--- config.mk ---
export PLATFORM = sky130hd
export DESIGN_NAME = render_sequencer
export DESIGN_NICKNAME = d
export VERILOG_FILES = /design/src/rtl/render_sequencer.sv
export SDC_FILE = /design/constraint.sdc
export NUM_CORES = 1
export LEC_CHECK = 0
export CAP_MARGIN = 15
export CORE_ASPECT_RATIO = 0.6
export CORE_MARGIN = 2
export CORE_UTILIZATION = 35
export CTS_CLUSTER_DIAMETER = 200
export DETAILED_ROUTE_END_ITERATION = 12
export GPL_TIMING_DRIVEN = 0
export PLACE_DENSITY_LB_ADDON = 0.1
export SLEW_MARGIN = 15
export SYNTH_ARGS = -nofsm -noshare
export SYNTH_HDL_FRONTEND = slang
export SYNTH_SLANG_ARGS = --single-unit
--- constraint.sdc ---
create_clock -name clk -period 4.5 [get_ports clk]
set_input_delay 1.125 -clock clk [delete_from_list [all_inputs] [get_ports clk]]
set_output_delay 1.125 -clock clk [all_outputs]
set_load 0.005 [all_outputs]
--- src/rtl/render_sequencer.sv ---
// render_sequencer: per-frame controller that sequences background erase,
// sprite draw and position update, and owns the VGA adapter write port.
module render_sequencer #(
  parameter int FRAME_CYCLES = 833334,
  parameter int NUM_SPRITES  = 4,
  parameter int ERASE_LAT    = 1
) (
  input  logic       clk,
  input  logic       resetn,
  input  logic       enable,
  output logic       go_erase,
  input  logic       done_erase,
  input  logic [7:0] erase_x,
  input  logic [6:0] erase_y,
  input  logic [2:0] erase_colour,
  output logic       go_draw,
  output logic [3:0] sprite_idx,
  input  logic       done_draw,
  input  logic [7:0] draw_x,
  input  logic [6:0] draw_y,
  input  logic [2:0] draw_colour,
  input  logic       draw_plot,
  output logic       update_pos,
  output logic [7:0] vga_x,
  output logic [6:0] vga_y,
  output logic [2:0] vga_colour,
  output logic       vga_plot,
  output logic       busy,
  output logic       frame_overrun
);

  localparam int CNT_W = (FRAME_CYCLES > 1) ? $clog2(FRAME_CYCLES) : 1;
  localparam logic [CNT_W-1:0] CNT_LAST = CNT_W'(FRAME_CYCLES - 1);
  // With zero sprites the draw phase is never entered, so this value is unused.
  localparam logic [3:0] LAST_IDX = (NUM_SPRITES > 0) ? 4'(NUM_SPRITES - 1) : 4'd0;

  typedef enum logic [2:0] {
    S_IDLE,
    S_ERASE,
    S_DRAW_START,
    S_DRAW_WAIT,
    S_UPDATE,
    S_WAIT_FRAME
  } state_t;

  state_t               state_q, state_d;
  logic [CNT_W-1:0]     cnt_q, cnt_d;
  logic                 pending_q, pending_d;
  logic                 overrun_q, overrun_d;
  logic [3:0]           sprite_idx_q, sprite_idx_d;
  logic                 go_erase_q, go_erase_d;
  logic                 go_draw_q, go_draw_d;
  logic                 update_pos_q, update_pos_d;
  logic                 busy_q, busy_d;
  logic [ERASE_LAT-1:0] erase_dly_q, erase_dly_d;
  logic                 tick;
  logic                 start_frame;
  logic                 erase_sel;

  assign tick        = (cnt_q == CNT_LAST);
  assign start_frame = (state_q == S_WAIT_FRAME) && enable && pending_q;
  assign erase_sel   = erase_dly_q[ERASE_LAT-1];

  // Free-running frame counter, pending-tick flag and sticky overrun flag.
  always_comb begin
    cnt_d     = (cnt_q == CNT_LAST) ? '0 : cnt_q + 1'b1;
    pending_d = pending_q;
    if (tick && (state_q != S_IDLE)) begin
      pending_d = 1'b1;
    end else if (start_frame) begin
      pending_d = 1'b0;
    end
    overrun_d = overrun_q | (tick & pending_q & ~start_frame);
  end

  // Phase sequencing: erase, draw each sprite, update, wait for next tick.
  always_comb begin
    state_d      = state_q;
    sprite_idx_d = sprite_idx_q;
    case (state_q)
      S_IDLE: begin
        if (enable) state_d = S_ERASE;
      end
      S_ERASE: begin
        if (done_erase) begin
          if (NUM_SPRITES == 0) begin
            state_d = S_UPDATE;
          end else begin
            sprite_idx_d = 4'd0;
            state_d      = S_DRAW_START;
          end
        end
      end
      // A done_draw coincident with the go_draw pulse completes the sprite.
      S_DRAW_START, S_DRAW_WAIT: begin
        state_d = S_DRAW_WAIT;
        if (done_draw) begin
          if (sprite_idx_q == LAST_IDX) begin
            state_d = S_UPDATE;
          end else begin
            sprite_idx_d = sprite_idx_q + 4'd1;
            state_d      = S_DRAW_START;
          end
        end
      end
      S_UPDATE: begin
        state_d = S_WAIT_FRAME;
      end
      S_WAIT_FRAME: begin
        if (!enable) begin
          state_d = S_IDLE;
        end else if (pending_q) begin
          state_d = S_ERASE;
        end
      end
      default: state_d = S_IDLE;
    endcase
  end

  // Registered Moore outputs decoded from the upcoming state, plus erase-delay pipe.
  always_comb begin
    go_erase_d   = (state_d == S_ERASE);
    go_draw_d    = (state_d == S_DRAW_START);
    update_pos_d = (state_d == S_UPDATE);
    busy_d       = (state_d == S_ERASE) || (state_d == S_DRAW_START) ||
                   (state_d == S_DRAW_WAIT) || (state_d == S_UPDATE);
    erase_dly_d    = '0;
    erase_dly_d[0] = go_erase_q;
    for (int i = 1; i < ERASE_LAT; i++) begin
      erase_dly_d[i] = erase_dly_q[i-1];
    end
  end

  // State and output registers with synchronous active-low reset.
  always_ff @(posedge clk) begin
    if (!resetn) begin
      state_q      <= S_IDLE;
      cnt_q        <= '0;
      pending_q    <= 1'b0;
      overrun_q    <= 1'b0;
      sprite_idx_q <= 4'd0;
      go_erase_q   <= 1'b0;
      go_draw_q    <= 1'b0;
      update_pos_q <= 1'b0;
      busy_q       <= 1'b0;
      erase_dly_q  <= '0;
    end else begin
      state_q      <= state_d;
      cnt_q        <= cnt_d;
      pending_q    <= pending_d;
      overrun_q    <= overrun_d;
      sprite_idx_q <= sprite_idx_d;
      go_erase_q   <= go_erase_d;
      go_draw_q    <= go_draw_d;
      update_pos_q <= update_pos_d;
      busy_q       <= busy_d;
      erase_dly_q  <= erase_dly_d;
    end
  end

  // VGA write-port mux; trailing erase pixels win over draw pixels.
  always_comb begin
    vga_x      = 8'd0;
    vga_y      = 7'd0;
    vga_colour = 3'd0;
    vga_plot   = 1'b0;
    if (erase_sel) begin
      vga_x      = erase_x;
      vga_y      = erase_y;
      vga_colour = erase_colour;
      vga_plot   = 1'b1;
    end else if ((state_q == S_DRAW_START) || (state_q == S_DRAW_WAIT)) begin
      vga_x      = draw_x;
      vga_y      = draw_y;
      vga_colour = draw_colour;
      vga_plot   = draw_plot;
    end
  end

  assign go_erase      = go_erase_q;
  assign go_draw       = go_draw_q;
  assign sprite_idx    = sprite_idx_q;
  assign update_pos    = update_pos_q;
  assign busy          = busy_q;
  assign frame_overrun = overrun_q;

endmodule
==> flow_summary.ini <==
[timing]
slew_violations = 0
setup_slack_ps = 969
hold_violations = 0
relSlewSlack = 0.490
clock.fmax_mhz = 283
rsz0062_at_grt = no
fin_crit_sh = 0.785
setup_viol_count_final = 0
fin_crit_ps = 3530
clock_skew_ps = 4.06
tightest_slew_ps = 761
tns_ps = 0

[finish]
final-seq-area_sq_um = 681
diodes = 0
layout-drive-gt1-share = 0.0419
num-nets-final = 355
area_delta_synth_final_pct = 48.6
multi_input_area_sq_um = 1060
fill_cells = 482
post-route-util = 0.535

[synthesis]
yosysTopAreaCell = dfxtp_1
ys_warn_count = 0
ys_ff_latch = 34
synth_area_sq_um = 1800
synth_area_per_cell_sq_um = 7.67
netlist.area_leader.share = 0.378
synthArstFlopShare = 0
synthFlopType = dfxtp_1
yosysSeqAreaShare = 0.378
yosys-top-cells-area = dfxtp_1, nand2_1, o21ai_0, nor2_1, xnor2_1
synth_fp_nets = 280
syn_inst = 235
synth-edff-count = 0
ys_types = 42

[critical_path]
cpLargestDelayFamily = buffers and inverters
end_kind = output port
reg2reg_depth = 6
max_stage_delay_ps = 540
path_cells = nor2b_1 > clkbuf_1 > clkbuf_1 > nand2_1 > o21ai_0 > clkdlybuf4s50_1
cp_slowest_cell = clkdlybuf4s50_1
worstSetupPathType = register to output port
cp.required_ps = 3380
critPathBufInv = 3
rrSetupSlack_ps = 2310
worstPathArrival_ps = 2410
timing.rr.start = cnt_q[0]
path_common_cell = clkbuf_1
r2r_end = cnt_q[16]
cp_max_fo = 10
start_kind = register

[pwr]
totalPowerFinal_mw = 0.724
power.density_nw_per_um2 = 270
p_leak_nw = 0.924
peakVddDrop_v = 0.000187

[route]
vias = 1843
viasPerCell = 4.90
dr.pass1.iters = 4
drt_iter0_markers = 104
drc = 0
wl_um = 4920
postRouteAntennaNets = 0
wl_per_cell_um = 13.1

[clock_network]
cts_made_buffers = 5
cts.htree.levels = 2
cts_tree = done
clockRootBuffer = clkbuf_8
path_clk_slew_ps = 70
cts_hold_buf = 0
cts_sinks = 34
clkLatencyLatePin_ps = 280
cts.path.max_buffers = 2
postCtsSetupBuffers = 0
cts_resized = 0

[global_routing]
grt_max_degree = 11
grt.busiest_layer = met1
first_global_vias = 1699
gr-total-overflow = 0
use_met2 = 0.254
antenna_found_initial = 0
grt_first_pass_wirelength_um = 8210
use_met1 = 0.257
use_met3 = 0.0601
grt_usage = 0.177

[placement]
port-buffer-count = 68
pre_cts_slack_ps = 1020
post-dp-hpwl_um = 3770
place.gp.congestion = 0.846

[floorplan]
pin_count = 70
start_util = 0.360
fp-row-count = 20
die-height_um = 59.6
design.die.area_sq_um = 5760
coreArea_sq_um = 5000
dieWidth_um = 96.7

[flow_run]
drv_cap = 0

[hold_path]
min_path_type = register to register
hold_depth = 1
min_from = go_erase
hold_path_end = erase_dly_q

[outcome]
run_status = completed
-- worst register-to-register path, cell delays in order, from the launching register on --
cell,delay [ps]
dfxtp_1,400
ha_1,200
nor4bb_1,230
nand3_1,200
o21ai_1,650
buf_2,340
nor2_1,70
-- worst max path at each step --
stage	startpoint	end	slack (ps)	cells past startpoint
after global routing	state_q[1]	vga_x[7]	660	6
after detailed placement	draw_y[6]	vga_y[6]	1020	4
after floorplan	draw_x[0]	vga_x[0]	2040	2
final	state_q[1]	vga_y[6]	970	6
after CTS	state_q[1]	vga_y[6]	970	6
after global placement	draw_y[1]	vga_y[1]	1060	4
-- cells in the final DEF, fill, tap and decap left out, types with 2 or more instances in the layout --
cell | synthesis | final
o311a_1 | 2 | 2
and3_1 | 3 | 3
or3_1 | 2 | 2
a21boi_0 | 2 | 2
nor4bb_1 | 2 | 2
ha_1 | 3 | 3
buf_2 | 2 | 2
clkbuf_1 | 9 | 9
mux2i_1 | 2 | 2
inv_1 | 6 | 6
nor2_1 | 23 | 23
or4_1 | 3 | 3
dfxtp_1 | 34 | 34
nor4_1 | 3 | 3
nor3_1 | 7 | 7
xnor2_1 | 8 | 8
nand3_1 | 11 | 11
o21a_1 | 2 | 2
a21oi_1 | 4 | 4
clkdlybuf4s50_1 | 0 | 68
xor2_1 | 5 | 5
o31ai_1 | 4 | 4
nor3b_1 | 2 | 2
o21ai_0 | 22 | 22
nand4_1 | 3 | 3
nand2_1 | 47 | 47
and2_1 | 8 | 8
clkbuf_8 | 0 | 6
-- logic make-up (layout without fill, tap and decap cells) --
logic type / count (synthesis) / count (layout) / share of synthesized area
AO/OA/AOI/OAI: 43 / 43 / 0.148
XOR/XNOR: 13 / 13 / 0.0632
adder cells (fa/ha/maj): 3 / 3 / 0.0208
buffers and inverters: 17 / 92 / 0.0368
flip-flops: 34 / 34 / 0.378
multiplexers: 2 / 2 / 0.0111
AND/OR/NAND/NOR: 123 / 123 / 0.343
-- metrics by stage --
stage          cell area [sq um]  hold slack (ps)  instances
4_1_cts                     2680              474        376
3_3_place_gp                2570              442        369
2_1_floorplan               1800              445        235
3_5_place_dp                2570              450        369
5_1_grt                     2680              511        376
6_report                    2680              466        376
-- sequential cells by signal, indices dropped and copies added, names as in the netlist --
name           flops
frame_overrun      1
state_q            3
erase_dly_q        1
update_pos         1
sprite_idx         4
busy               1
pending_q          1
cnt_q             20
go_draw            1
go_erase           1
-- Yosys cell counts, types with 3 or more instances --
library cell  count
or4_1             3
xnor2_1           8
nand2_1          47
a21oi_1           4
clkbuf_1          9
o31ai_1           4
o21ai_0          22
nor4_1            3
dfxtp_1          34
nor2_1           23
and3_1            3
ha_1              3
xor2_1            5
inv_1             6
and2_1            8
nor3_1            7
nand3_1          11
nand4_1           3
-- cell type report --
| type | count | area share |
|---|---|---|
| Buffer | 11 | 0.0163 |
| Clock buffer | 6 | 0.0308 |
| Tap cell | 66 | 0.0308 |
| Inverter | 6 | 0.00841 |
| Multi-Input combinational cell | 184 | 0.394 |
| Timing Repair Buffer | 68 | 0.254 |
| Clock inverter | 1 | 0.0112 |
| Sequential cell | 34 | 0.254 |
-- per-layer routing --
metal	wire length [um]	share of wire
met1	2680	0.55
met2	1910	0.39
met3	297	0.060
met4	31	0.0063
met5	0	0
-- where the power goes --
group | switching (mW) | total (mW) | internal, mW
Sequential | 0.00691 | 0.316 | 0.309
Clock | 0.107 | 0.284 | 0.177
Combinational | 0.0480 | 0.125 | 0.0766
Note: power is estimated with default switching activity, not from simulation.
